[src/rtl/axi_master_pkg.sv]
// Shared types and fixed AXI field values for the single-burst AXI4 command master.
package axi_master_pkg;

  // Controller states. Exactly one command is in flight at a time.
  typedef enum logic [2:0] {
    ST_IDLE    = 3'd0,
    ST_WR_ADDR = 3'd1,
    ST_WR_DATA = 3'd2,
    ST_WR_RESP = 3'd3,
    ST_RD_ADDR = 3'd4,
    ST_RD_DATA = 3'd5
  } state_t;

  localparam logic [1:0] BURST_INCR = 2'b01;

  localparam logic [1:0] RESP_OKAY   = 2'b00;
  localparam logic [1:0] RESP_EXOKAY = 2'b01;
  localparam logic [1:0] RESP_SLVERR = 2'b10;
  localparam logic [1:0] RESP_DECERR = 2'b11;

  localparam logic [3:0] CACHE_DEFAULT = 4'b0011;
  localparam logic [2:0] PROT_DEFAULT  = 3'b000;

endpackage

[src/rtl/axi_cmd_master.sv]
// Turns one local command into one AXI4 INCR burst, streaming write data in
// and read data out, and reports a one-cycle completion status per command.
//
// Handshakes: every valid/ready pair transfers on a rising clock edge where
// both are high; a valid, once raised, holds its payload until that edge.
module axi_cmd_master
  import axi_master_pkg::*;
#(
  parameter int DATA_WIDTH = 32,
  parameter int ADDR_WIDTH = 16,
  parameter int STRB_WIDTH = DATA_WIDTH / 8,
  parameter int ID_WIDTH   = 8,
  parameter int AXI_ID     = 0
) (
  input  logic                  clk,
  input  logic                  rst_n,
  input  logic                  cmd_valid,
  output logic                  cmd_ready,
  input  logic                  cmd_write,
  input  logic [ADDR_WIDTH-1:0] cmd_addr,
  input  logic [7:0]            cmd_len,
  input  logic [DATA_WIDTH-1:0] wr_data,
  input  logic [STRB_WIDTH-1:0] wr_strb,
  input  logic                  wr_valid,
  output logic                  wr_ready,
  output logic [DATA_WIDTH-1:0] rd_data,
  output logic                  rd_last,
  output logic                  rd_valid,
  input  logic                  rd_ready,
  output logic                  sts_valid,
  output logic                  sts_write,
  output logic [1:0]            sts_resp,
  output logic                  busy,
  output logic [2:0]            dbg_state,
  output logic [ID_WIDTH-1:0]   m_axi_awid,
  output logic [ADDR_WIDTH-1:0] m_axi_awaddr,
  output logic [7:0]            m_axi_awlen,
  output logic [2:0]            m_axi_awsize,
  output logic [1:0]            m_axi_awburst,
  output logic                  m_axi_awlock,
  output logic [3:0]            m_axi_awcache,
  output logic [2:0]            m_axi_awprot,
  output logic                  m_axi_awvalid,
  input  logic                  m_axi_awready,
  output logic [DATA_WIDTH-1:0] m_axi_wdata,
  output logic [STRB_WIDTH-1:0] m_axi_wstrb,
  output logic                  m_axi_wlast,
  output logic                  m_axi_wvalid,
  input  logic                  m_axi_wready,
  input  logic [ID_WIDTH-1:0]   m_axi_bid,
  input  logic [1:0]            m_axi_bresp,
  input  logic                  m_axi_bvalid,
  output logic                  m_axi_bready,
  output logic [ID_WIDTH-1:0]   m_axi_arid,
  output logic [ADDR_WIDTH-1:0] m_axi_araddr,
  output logic [7:0]            m_axi_arlen,
  output logic [2:0]            m_axi_arsize,
  output logic [1:0]            m_axi_arburst,
  output logic                  m_axi_arlock,
  output logic [3:0]            m_axi_arcache,
  output logic [2:0]            m_axi_arprot,
  output logic                  m_axi_arvalid,
  input  logic                  m_axi_arready,
  input  logic [ID_WIDTH-1:0]   m_axi_rid,
  input  logic [DATA_WIDTH-1:0] m_axi_rdata,
  input  logic [1:0]            m_axi_rresp,
  input  logic                  m_axi_rlast,
  input  logic                  m_axi_rvalid,
  output logic                  m_axi_rready
);

  localparam int SIZE_BITS = $clog2(STRB_WIDTH);

  state_t                state, state_next;
  logic [ADDR_WIDTH-1:0] addr_q;
  logic [7:0]            len_q;
  logic [7:0]            cnt_q;
  logic [1:0]            resp_q;
  logic                  sts_valid_q;
  logic                  sts_write_q;
  logic                  cmd_fire, w_fire, b_fire, r_fire, cnt_zero;

  // Only one command at a time, so IDLE is the only state that can take one.
  assign cmd_ready = (state == ST_IDLE);
  assign cmd_fire  = cmd_valid && cmd_ready;
  assign cnt_zero  = (cnt_q == 8'd0);
  assign w_fire    = (state == ST_WR_DATA) && wr_valid && m_axi_wready;
  assign b_fire    = (state == ST_WR_RESP) && m_axi_bvalid;
  assign r_fire    = (state == ST_RD_DATA) && m_axi_rvalid && rd_ready;

  assign busy      = (state != ST_IDLE);
  assign dbg_state = state;
  assign sts_valid = sts_valid_q;
  assign sts_write = sts_write_q;
  assign sts_resp  = resp_q;

  // Address-channel fields come straight from registers, so they cannot move
  // while a valid is waiting for its ready.
  assign m_axi_awid    = ID_WIDTH'(AXI_ID);
  assign m_axi_awaddr  = addr_q;
  assign m_axi_awlen   = len_q;
  assign m_axi_awsize  = 3'(SIZE_BITS);
  assign m_axi_awburst = BURST_INCR;
  assign m_axi_awlock  = 1'b0;
  assign m_axi_awcache = CACHE_DEFAULT;
  assign m_axi_awprot  = PROT_DEFAULT;
  assign m_axi_arid    = ID_WIDTH'(AXI_ID);
  assign m_axi_araddr  = addr_q;
  assign m_axi_arlen   = len_q;
  assign m_axi_arsize  = 3'(SIZE_BITS);
  assign m_axi_arburst = BURST_INCR;
  assign m_axi_arlock  = 1'b0;
  assign m_axi_arcache = CACHE_DEFAULT;
  assign m_axi_arprot  = PROT_DEFAULT;

  // Beat payloads pass straight through; last-beat flags come from our own
  // counter, never from the responder.
  assign m_axi_wdata = wr_data;
  assign m_axi_wstrb = wr_strb;
  assign m_axi_wlast = cnt_zero;
  assign rd_data     = m_axi_rdata;
  assign rd_last     = cnt_zero;

  // Response IDs are not checked: only one burst is ever outstanding.
  logic unused_ids;
  assign unused_ids = ^{m_axi_bid, m_axi_rid};

  // State register.
  always_ff @(posedge clk or negedge rst_n) begin
    if (!rst_n) state <= ST_IDLE;
    else        state <= state_next;
  end

  // Next-state decode and the per-state channel valids/readies.
  always_comb begin
    state_next    = state;
    m_axi_awvalid = 1'b0;
    m_axi_wvalid  = 1'b0;
    wr_ready      = 1'b0;
    m_axi_bready  = 1'b0;
    m_axi_arvalid = 1'b0;
    m_axi_rready  = 1'b0;
    rd_valid      = 1'b0;
    case (state)
      ST_IDLE: begin
        if (cmd_fire) state_next = cmd_write ? ST_WR_ADDR : ST_RD_ADDR;
      end
      ST_WR_ADDR: begin
        m_axi_awvalid = 1'b1;
        if (m_axi_awready) state_next = ST_WR_DATA;
      end
      ST_WR_DATA: begin
        m_axi_wvalid = wr_valid;
        wr_ready     = m_axi_wready;
        if (w_fire && cnt_zero) state_next = ST_WR_RESP;
      end
      ST_WR_RESP: begin
        m_axi_bready = 1'b1;
        if (m_axi_bvalid) state_next = ST_IDLE;
      end
      ST_RD_ADDR: begin
        m_axi_arvalid = 1'b1;
        if (m_axi_arready) state_next = ST_RD_DATA;
      end
      ST_RD_DATA: begin
        rd_valid     = m_axi_rvalid;
        m_axi_rready = rd_ready;
        if (r_fire && cnt_zero) state_next = ST_IDLE;
      end
      default: state_next = ST_IDLE;
    endcase
  end

  // Command latch and beat counter; the address is aligned down to the beat size.
  always_ff @(posedge clk or negedge rst_n) begin
    if (!rst_n) begin
      addr_q <= '0;
      len_q  <= '0;
      cnt_q  <= '0;
    end else begin
      if (cmd_fire) begin
        addr_q <= {cmd_addr[ADDR_WIDTH-1:SIZE_BITS], {SIZE_BITS{1'b0}}};
        len_q  <= cmd_len;
        cnt_q  <= cmd_len;
      end else if (w_fire || r_fire) begin
        cnt_q <= cnt_q - 8'd1;
      end
    end
  end

  // Response accumulation and the one-cycle completion pulse.
  always_ff @(posedge clk or negedge rst_n) begin
    if (!rst_n) begin
      resp_q      <= RESP_OKAY;
      sts_valid_q <= 1'b0;
      sts_write_q <= 1'b0;
    end else begin
      sts_valid_q <= 1'b0;
      if (cmd_fire) resp_q <= RESP_OKAY;
      if (b_fire) begin
        resp_q      <= m_axi_bresp;
        sts_valid_q <= 1'b1;
        sts_write_q <= 1'b1;
      end
      if (r_fire) begin
        // The first bad beat wins; a framing mismatch only counts if no
        // responder error has been seen yet.
        if (resp_q == RESP_OKAY) begin
          if (m_axi_rresp != RESP_OKAY)    resp_q <= m_axi_rresp;
          else if (m_axi_rlast != cnt_zero) resp_q <= RESP_SLVERR;
        end
        if (cnt_zero) begin
          sts_valid_q <= 1'b1;
          sts_write_q <= 1'b0;
        end
      end
    end
  end

endmodule

[config.mk]
export PLATFORM = sky130hd
export DESIGN_NAME = axi_cmd_master
export DESIGN_NICKNAME = d
export VERILOG_FILES = /design/src/rtl/axi_master_pkg.sv /design/src/rtl/axi_cmd_master.sv
export SDC_FILE = /design/constraint.sdc
export NUM_CORES = 1
export LEC_CHECK = 0
export ABC_AREA = 1
export CORE_ASPECT_RATIO = 0.5
export CORE_MARGIN = 8
export CORE_UTILIZATION = 30
export DETAILED_ROUTE_END_ITERATION = 8
export HOLD_SLACK_MARGIN = 0.1
export PLACE_DENSITY = 0.82
export RECOVER_POWER = 100
export SETUP_SLACK_MARGIN = 0.15
export SYNTH_ARGS = -nofsm -noshare
export SYNTH_HDL_FRONTEND = slang
export SYNTH_SLANG_ARGS = --single-unit
[constraint.sdc]
create_clock -name clk -period 2 [get_ports clk]
set_input_delay 0.4 -clock clk [delete_from_list [all_inputs] [get_ports clk]]
set_output_delay 0.4 -clock clk [all_outputs]
set_load 0.1 [all_outputs]
# ---- After elaboration in Yosys (flattened, before gate mapping)
# Index checks and enable logic that the tools add are counted.
dict set report classes {
  add_sub_neg 1
  mul 0
  div 0
  order_cmp 0
  eq_ne 12
  shifts 0
  mux 29
  bitwise 0
  n_reduce_logical 16
}
# op count
set op_table {}
lappend op_table {{3-bit two-way mux} 7}
lappend op_table {{3-bit one-hot mux with 6 select lines} 1}
lappend op_table {{8-bit two-way mux} 2}
lappend op_table {{1-bit two-way mux} 13}
lappend op_table {{2-bit two-way mux} 6}
lappend op_table {{1-bit logical AND} 8}
lappend op_table {{8-bit zero test} 1}
lappend op_table {{8-bit by 1-bit subtractor with 8-bit output, second input constant} 1}
lappend op_table {{3-bit by 2-bit equality test with 1-bit output, second input constant} 2}
lappend op_table {{3-bit equality test, second input constant} 2}
lappend op_table {{2-bit by 1-bit inequality test with 1-bit output, second input constant} 3}
lappend op_table {{2-bit inequality test, second input constant} 3}
lappend op_table {{6-bit AND reduction} 1}
lappend op_table {{2-bit nonzero test} 2}
lappend op_table {{3-bit by 1-bit equality test with 1-bit output, second input constant} 1}
lappend op_table {{3-bit zero test} 1}
lappend op_table {{3-bit nonzero test} 1}
lappend op_table {{2-bit zero test} 1}
lappend op_table {{1-bit logical OR} 1}
lappend op_table {{1-bit inequality test} 1}
dict set report word_totals {
  ff_bits 37
  latchBits 0
  mem_bits_rw 0
  romBits 0
  output_inout_bits 176
  elab_cells 65
  n_memories 0
}

# ---- Depth between registers and ports, before layout
# Gate-level depths: netlist of run 1.
dict set report logic_depth {
  ltp_word 8
  ltp_mapped 10
  depth_no_buf 9
}

# ---- Least setup slack after synthesis of run 1
# Ideal clock, no wire load.
dict set report synth_path {
  path_kind {register -> output}
  start {register state[2] (netlist: dbg_state[2])}
  end {output rd_valid}
  t_arrival_ns 4.147
  required_ns 1.600
  path_slack_ns -2.547
  path_stages_with_launch 3
  n_path_buf 0
  path_cell_list {dfrtp_1 > inv_4 > nor4_1}
}
dict set report synth_between {
  elab_chain_len 2
}
# element line
set synth_lines {}
lappend synth_lines {{start: declaration} axi_cmd_master.sv:74} ;# state_t state, state_next;
lappend synth_lines {{start signal: assignment} axi_cmd_master.sv:131} ;# else state <= state_next;
lappend synth_lines {{3-bit equality test} axi_cmd_master.sv:144} ;# case (state)
lappend synth_lines {{1-bit two-way mux} axi_cmd_master.sv:144}
lappend synth_lines {{end: declaration} axi_cmd_master.sv:28} ;# output logic rd_valid,
# No other way between the ends.

# ---- Worst setup path after layout of run 1
dict set report layout_path {
  start {register state[2] (netlist: dbg_state[2])}
  end {output m_axi_wvalid}
}
dict set report layout_between {
  elab_chain_len 2
}
# element line
set layout_lines {}
lappend layout_lines {{3-bit by 2-bit equality test with 1-bit output} axi_cmd_master.sv:144}
lappend layout_lines {{1-bit two-way mux} axi_cmd_master.sv:144}
lappend layout_lines {{end: declaration} axi_cmd_master.sv:48} ;# output logic m_axi_wvalid,
# No other way between the ends.

==> out/metrics.yaml, run 1 <==
status: "finished with violations"
violations: "capacitance limit, slew limit"
synth_top_family_by_area: "buffers and inverters"
antenna_found_initial: 0
cp.arrival_ps: 1500
grt_pass1_vias: 2280
synth_seq_area_share: 0.306
cp-startpoint: "dbg_state[2]"
rows: 26
rsz0062_at_grt: "true"
grt_max_degree: 29
muxShareOfSynthArea: 0
setup_viol: 0
clock-sinks: 37
cap_violations: 1
async_reset_ff_frac: 1.00
finalInstanceArea_sq_um: 3510
drt_wl_total_um: 7610
tightest_slew_ps: 1510
die_h_um: 87.1
hold_class: "input pin to asynchronous set/reset pin"
synthAdderAreaFrac: 0.00826
worstSkewPairLatency_ps: 280
h-tree-depth: 2
critPathRequiredTime_ps: 1600
fillers: 1026
fp.dieArea_sq_um: 13800
synth-xor-area-share: 0
synth_top_area_cell: "buf_4"
critPathKind: "flip-flop to primary output"
synth.top_cell.area_share: 0.344
syn-instance-count: 397
place.port_buffers: 99
post_drt_wl_per_cell_um: 13.5
hpwl_um: 5930
yosysMostFrequentCell: "buf_4"
period_minus_slack_ps: 1900
synth_area_per_cell_sq_um: 7.63
yosys-top-cells-count: "139 x buf_4, 99 x nand2_1, 37 x dfrtp_1, 26 x inv_1, 18 x nand3_1"
initial_core_util: 0.302
grt_pass1_wl_um: 11400
dieWidth_um: 158
drt-initial-drc-count: 99
ant_nets: 0
synth_ff_type: "dfrtp_1"
area_delta_synth_final_pct: 16.0
first_pass_iters: 4
track_usage: 0.101
clockBufferDepth: 2
drc: 0
syn_area_sq_um: 3030
synth_edf_count: 0
layout-drive-gt1-share: 0.296
diodes: 0
gr-total-overflow: 0
maxSlewViolCount: 29
vias_per_cell: 4.05
r2r_start: "dbg_state[1]"
hold_viol: 0
io_pins: 300
synth_compound_area_frac: 0.0372
root_buffer: "clkbuf_16"
clk_pin_slew_ps: 60
max_freq_ghz: 0.528
via_count: 2279
tritoncts: "done"
place_congestion: 0.832
relSlewSlack: -0.00994
layout.nets: 548
synth-simple-area-share: 0.246
yosys_register_bits: 37
crit_path_max_fanout: 8
core_sq_um: 10000
yosys_warnings: 0
startpoint_type: "flip-flop"
cts_buffers: 5
skew_ps: 5.41
post-route-period-util: 0.948
ys_types: 28
synth.area.top_cells: "buf_4 34%, dfrtp_1 31%, nand2_1 12%, inv_1 3.2%, nand3_1 3.0%"
placed_cell_area_sq_um: 3440
critPathCaptureType: "primary output"
## stage by stage
step	hold slack (ps)	TNS [ps]	utilization	cells	setup slack, ps
after floorplan	104	-1190	-	441	-193
after global placement	456	0	0.343	541	110
after detailed placement	456	0	0.343	541	91.3
after CTS	158	0	0.365	553	123
after global routing	534	0	0.351	563	69.0
final	481	0	0.351	563	104
## state kept, by name (all words and copies together) (netlist names)
signal and count:
m_axi_araddr 14, cnt_q 8, m_axi_arlen 8, dbg_state 3, sts_resp 2, sts_valid 1, sts_write 1
## kinds of logic after synthesis
group	after synthesis
DFF	37
other	2
AOI/OAI and AO/OA	19
adders and majority gates	2
buffers and inverters	175
and+or+nand+nor	162
## worst max-delay path, cell delays in order (launching register included)
cell	delay, ps
dfrtp_4	550
clkinv_8	100
nand3_4	120
nor2_4	130
buf_4	300
## placed cells by master (no fill, tap or decap), types with 6 or more instances in the layout
master and count:
conb_1 46, inv_1 21, nand4_1 7, buf_4 16
clkdlybuf4s50_1 36, buf_12 7, nand3_1 16, o21ai_0 9
nor2_4 6, nor2_1 14, clkbuf_2 50, dfrtp_1 34
nand2_1 98, nand2_2 9
## timing repair
action                                  in CTS  in global routing
endpoints found under the setup margin       6                 13
pin swaps                                    2                  5
hold endpoints to repair                     0                  0
hold buffers                                 0                  0
resized for setup                            1                  7
buffers inserted                             4                 10
## per-layer routing
metal,wire [um],vias to the layer above,global-route usage
met1,2700,1073,0.105
li1,-,1097,-
met5,0,-,0
met4,288,0,0.0629
met2,4210,72,0.186
met3,405,37,0.0198
## layout make-up
cell class	count	area, sq um	share of cell area
sequential	37	937	0.267
tap	140	175	0.0498
clock inverter	2	37.5	0.0107
clock buffer	6	139	0.0395
inverter	31	159	0.0452
multi-input combinational	229	1140	0.325
timing repair buffer	118	923	0.263
## path summary, 6_finish.rpt
| check | to | slack [ps] | depth (start not counted) |
|---|---|---|---|
| setup / recovery | m_axi_wvalid | 100 | 4 |
| hold / removal | m_axi_araddr[4] | 480 | 1 |
| setup reg to reg | cnt_q[6] | 200 | 9 |
| hold reg to reg | m_axi_araddr[9] | 510 | 2 |
| max in group asynchronous | dbg_state[1] | 440 | 1 |
| min in group clk | m_axi_araddr[9] | 510 | 2 |
Power of run 1 is not shown: default switching activity piles up to over one toggle a cycle in this logic, so the estimate is an artifact.
==> inputs of run 2 (changes only) <==
CORE_UTILIZATION = 27   (was 30)
MAX_ROUTING_LAYER = met4   (was default)
PLACE_DENSITY = 0.78   (was 0.82)
SETUP_SLACK_MARGIN = default   (was 0.15)
clock period = 1.6 ns   (was 2 ns; I/O delays follow)
==> run 2 against run 1 <==
- the flow finishes with violations (setup timing)
- clock skew grew 3.1 ps
- setup slack worse by 240 ps
- non-clock buffer count rose by 29
- utilization grew 6.4 points
- critical path depth unchanged
- count of clock-buffer cells in the layout unchanged
==> out/metrics.yaml, run 2 (synthesized netlist as in run 1, its figures left out) <==
status: "finished with violations"
violations: "setup timing"
max_freq_ghz: 0.576
drt-initial-drc-count: 94  # -5.1%
grt_max_degree: 18  # -38%
r2r_slack_ps: -10  # -210 ps
cts_buffers: 5  # unchanged
mostFrequentLayoutCell: "nand2_1"
root_buffer: "clkbuf_16"
r2r_start: "cnt_q[1]"
whs_path_depth: 2
place_congestion: 0.806  # -3.2%
startpoint_type: "flip-flop"
hold_class: "flip-flop to flip-flop"
ant_nets: 0  # unchanged
hold_path_end: "cnt_q[4]"
critPathBufInv: 3  # +1
clockBufferDepth: 2  # unchanged
grt_pass1_wl_um: 13300  # +17%
diodes: 0  # unchanged
tritoncts: "done"
dp_cells: 567  # +4.8%
drt_wl_total_um: 8810  # +16%
crit_chain: "inv_6 > buf_8 > nor4_4 > buf_12"
fin_ws_ps: -136  # -240 ps
vias_per_cell: 4.19  # +3.6%
track_usage: 0.110  # +0.00872
h-tree-depth: 2  # unchanged
clock-sinks: 37  # unchanged
initial_core_util: 0.276  # -0.0264
setup_viol: 12  # +12
cp.arrival_ps: 1420  # -80 ps
place.port_buffers: 99  # unchanged
skew_ps: 8.49  # +3.07 ps
post_drt_wl_per_cell_um: 14.7  # +9.0%
fp.dieArea_sq_um: 15100  # +9.5%
rsz0062_at_grt: "true"
drc: 0  # unchanged
rows: 27  # +3.8%
finish.utilization: 0.415  # +0.0642
die_h_um: 90.9  # +4.4%
hpwl_um: 6520  # +10%
critPathCaptureType: "primary output"
place_ws_ps: -123  # -214 ps
gr-total-overflow: 0  # unchanged
fin_hold_ws_ps: 544  # +63.0 ps
worstSkewPairLatency_ps: 280  # about the same
maxSlewViolCount: 0  # -100%
first_pass_iters: 4  # unchanged
layout.nets: 578  # +5.5%
grt_pass1_vias: 2625  # +15%
via_count: 2508  # +10%
critPathRequiredTime_ps: 1280  # -320 ps
critPathKind: "flip-flop to primary output"
period_minus_slack_ps: 1740
final_cell_mix: "93 x nand2_1, 54 x buf_12, 46 x conb_1, 39 x buf_4, 36 x clkdlybuf4s50_1"
io_pins: 300  # unchanged
largest_reg_flops: 14  # unchanged
area_delta_synth_final_pct: 50.4
cp_top_family: "flip-flops"
clk_pin_slew_ps: 60  # about the same
rr_endpoint: "cnt_q[2]"
cap_violations: 0  # -1
crit_path_max_fanout: 5  # -3
post-route-period-util: 1.08
cpPeakStageDelay_ps: 470  # -80 ps
finalNonFillerCells: 598  # +6.2%
reg2reg_depth: 10  # +1
dieWidth_um: 166  # +4.9%
layout-drive-gt1-share: 0.413  # +0.117
antenna_found_initial: 0  # unchanged
tightest_slew_ps: 1000  # -514 ps
hold_viol: 0  # unchanged
hp-start: "cnt_q[4]"
cp_slowest_cell: "dfrtp_4"
relSlewSlack: 0.333  # +0.343
core_sq_um: 11000  # +9.6%
## run 2: changes by cell type in the layout (fill, tap and decap cells not counted), sizes merged
| cell | delta |
|---|---|
| buf | +83 |
| bufinv | -1 |
| clkbuf | -55 |
| clkinv | -1 |
| clkinvlp | +1 |
| dlygate4sd3 | +1 |
| inv | +1 |
| nand3 | +1 |
## run 2: timing repair
item | in CTS | in global routing
gates cloned | 1 | 0
buffers inserted | 11 | 10
setup endpoints to repair | 26 | 38
hold buffers | 1 | 0
resized for setup | 10 | 25
pin swaps | 8 | 11
endpoints found under the hold margin | 15 | 0
## run 2: stage by stage
stage | setup TNS (ps) | instance area [sq um]
2_1_floorplan | -12470 | 3370
3_3_place_gp | -659 | 4260
3_5_place_dp | -1150 | 4260
4_1_cts | -1080 | 4560
5_1_grt | -3200 | 4560
6_report | -1090 | 4560
## run 2: per-layer routing
| metal | part of all wire | vias to the layer above | global-route usage | wire length (um) |
|---|---|---|---|---|
| met5 | 0 | - | - | 0 |
| met4 | 0.039 | 0 | 0.0496 | 340 |
| met2 | 0.57 | 136 | 0.220 | 5060 |
| met1 | 0.33 | 1189 | 0.0974 | 2950 |
| li1 | - | 1154 | - | - |
| met3 | 0.052 | 29 | 0.0253 | 458 |
## run 2: how the worst max path moves through the flow
stage	startpoint	to	slack, ps	depth (start not counted)
global route	m_axi_rvalid	rd_valid	-180	4
finish	dbg_state[0]	rd_valid	-140	4
global placement	m_axi_rvalid	rd_valid	-120	4
CTS	dbg_state[0]	rd_valid	-130	4
detailed placement	m_axi_rvalid	dbg_state[1]	-120	9
floorplan	dbg_state[1]	rd_valid	-510	1
## run 2: area by class of cell
cell class	instances	area (sq um)
sequential	37	956
inverter	31	160
multi-input combinational	230	1240
fill	992	6420
timing repair buffer	147	1870
clock inverter	2	15.0
clock buffer	6	129
tap	145	181
## run 2: worst register-to-register path, cell delays in order (launching register included)
cell and delay, ps:
dfrtp_1 380, inv_2 90, buf_4 100, buf_4 120, ha_1 220, inv_2 60
nor2_1 160, o21ai_0 110, o21ai_1 140, nand2_2 90, o21ai_2 60
Power of run 2 is left out for the same reason.
==> inputs of run 3 (changes only) <==
SKIP_LAST_GASP = 1   (was default)
==> run 3 against run 2 <==
- the flow still finishes with violations (setup timing)
- setup slack got worse by 0.85 ps
- hold slack lost 18 ps
- critical path depth unchanged
- utilization shrank 0.091 points
- sequential cell count did not move
- register-to-register slack is essentially flat
- non-clock buffer count increased by 1
- design area fell by 0.22%
- count of clock-buffer cells in the layout unchanged
- via count is 1.4% lower
- maximum frequency barely moved
==> out/metrics.yaml, run 3 (synthesized netlist as in run 1, its figures left out) <==
via_count: 2472  # -1.4%
first_pass_iters: 4  # unchanged
rsz0062_at_grt: "true"
diodes: 0  # unchanged
ant_nets: 0  # unchanged
h-tree-depth: 2  # unchanged
grt_pass1_vias: 2625  # unchanged
drt_wl_total_um: 8590  # -2.5%
drc: 0  # unchanged
finish.utilization: 0.414  # -0.000912
final_cell_mix: "93 x nand2_1, 54 x buf_12, 46 x conb_1, 40 x buf_4, 36 x clkdlybuf4s50_1"
startpoint_type: "flip-flop"
core_sq_um: 11000  # unchanged
crit_path_max_fanout: 5  # unchanged
placed_cell_area_sq_um: 4260  # unchanged
clk_pin_slew_ps: 60  # about the same
tritoncts: "done"
skew_ps: 9.62  # +1.13 ps
crit_chain: "inv_6 > buf_8 > nor4_4 > buf_12"
violations: "setup timing"
relSlewSlack: 0.335  # +0.00289
cpPeakStageDelay_ps: 470  # about the same
largest_reg_flops: 14  # unchanged
fp.dieArea_sq_um: 15100  # unchanged
status: "finished with violations"
hold_viol: 0  # unchanged
grt_max_degree: 18  # unchanged
area_delta_synth_final_pct: 50.1
place_congestion: 0.806  # unchanged
clock-sinks: 37  # unchanged
track_usage: 0.110  # unchanged
layout-drive-gt1-share: 0.407  # -0.00531
max_freq_ghz: 0.576  # about the same
initial_core_util: 0.276  # unchanged
cp_slowest_cell: "dfrtp_4"
gr-total-overflow: 0  # unchanged
tightest_slew_ps: 997  # -4.34 ps
cp.arrival_ps: 1420  # about the same
layout.nets: 579  # +0.17%
worstSkewPairLatency_ps: 290  # about the same
finalInstanceArea_sq_um: 4550  # -0.22%
io_pins: 300  # unchanged
root_buffer: "clkbuf_16"
hold_class: "flip-flop to flip-flop"
post-route-period-util: 1.09  # about the same
drt-initial-drc-count: 84  # -11%
critPathCaptureType: "primary output"
post_drt_wl_per_cell_um: 14.3  # -2.6%
hpwl_um: 6520  # unchanged
die_h_um: 90.9  # unchanged
fin_ws_ps: -137  # -0.851 ps
place.port_buffers: 99  # unchanged
rows: 27  # unchanged
critPathRequiredTime_ps: 1280  # about the same
period_minus_slack_ps: 1740  # +0.851 ps
vias_per_cell: 4.13  # -1.6%
cap_violations: 0  # unchanged
clockBufferDepth: 2  # unchanged
grt_pass1_wl_um: 13300  # unchanged
critPathKind: "flip-flop to primary output"
setup_viol: 15  # +3
antenna_found_initial: 0  # unchanged
mostFrequentLayoutCell: "nand2_1"
cts_buffers: 5  # unchanged
maxSlewViolCount: 0  # unchanged
dieWidth_um: 166  # unchanged
## run 3: cell types whose count changed in the layout (fill, tap and decap cells not counted)
cell	previous run	this run
nand3_2	6	4
nand2_4	3	2
nor2_2	4	3
nand2_2	10	11
nand3_1	12	14
nor2_1	9	10
buf_4	39	40
## run 3: metrics by stage
| stage | instances | setup WS (ps) | hold WS (ps) | setup TNS [ps] |
|---|---|---|---|---|
| floorplan | 441 | -513 | 24.4 | -12470 |
| global placement | 567 | -116 | 287 | -659 |
| detailed placement | 567 | -123 | 286 | -1150 |
| CTS | 588 | -134 | 532 | -1190 |
| global route | 599 | -185 | 547 | -3400 |
| finish | 599 | -137 | 526 | -1120 |
## run 3: critical path: cells and delay by family, from the launching register on
kind	cells	cell delay [ps]
buffers and inverters	3	390
flip-flops	1	470
AND/OR/NAND/NOR	1	260
## run 3: cell type report
class                           instances  area, sq um
Clock buffer                            6          129
Clock inverter                          2         15.0
Fill cell                             995         6430
Inverter                               31          160
Multi-Input combinational cell        230         1230
Sequential cell                        37          956
Tap cell                              145          181
Timing Repair Buffer                  148         1880
## run 3: path summary, 6_finish.rpt
kind | from | endpoint | slack, ps | depth (start not counted)
max in group asynchronous | rst_n | m_axi_arlen[2] | 70 | 3
min reg2reg | sts_write | sts_write | 530 | 2
max | dbg_state[0] | rd_valid | -140 | 4
min | sts_write | sts_write | 530 | 2
max reg2reg | cnt_q[0] | dbg_state[0] | -20 | 11
min in group asynchronous | rst_n | sts_resp[0] | 730 | 2
## run 3: repair_timing
| action | 4_1_cts | 5_1_grt |
|---|---|---|
| pin swaps | 8 | 10 |
| setup endpoints to repair | 26 | 38 |
| resized for setup | 8 | 23 |
| setup buffers | 11 | 11 |
| hold endpoints to repair | 15 | 0 |
| cloned | 1 | 0 |
| hold buffers | 1 | 0 |
## run 3: layer usage
metal,GRT usage,up-vias,part of all wire
met5,-,-,0
met1,0.0974,1173,0.34
met4,0.0496,0,0.030
met3,0.0253,23,0.047
li1,-,1156,-
met2,0.220,120,0.58
Power of run 3 is left out for the same reason.
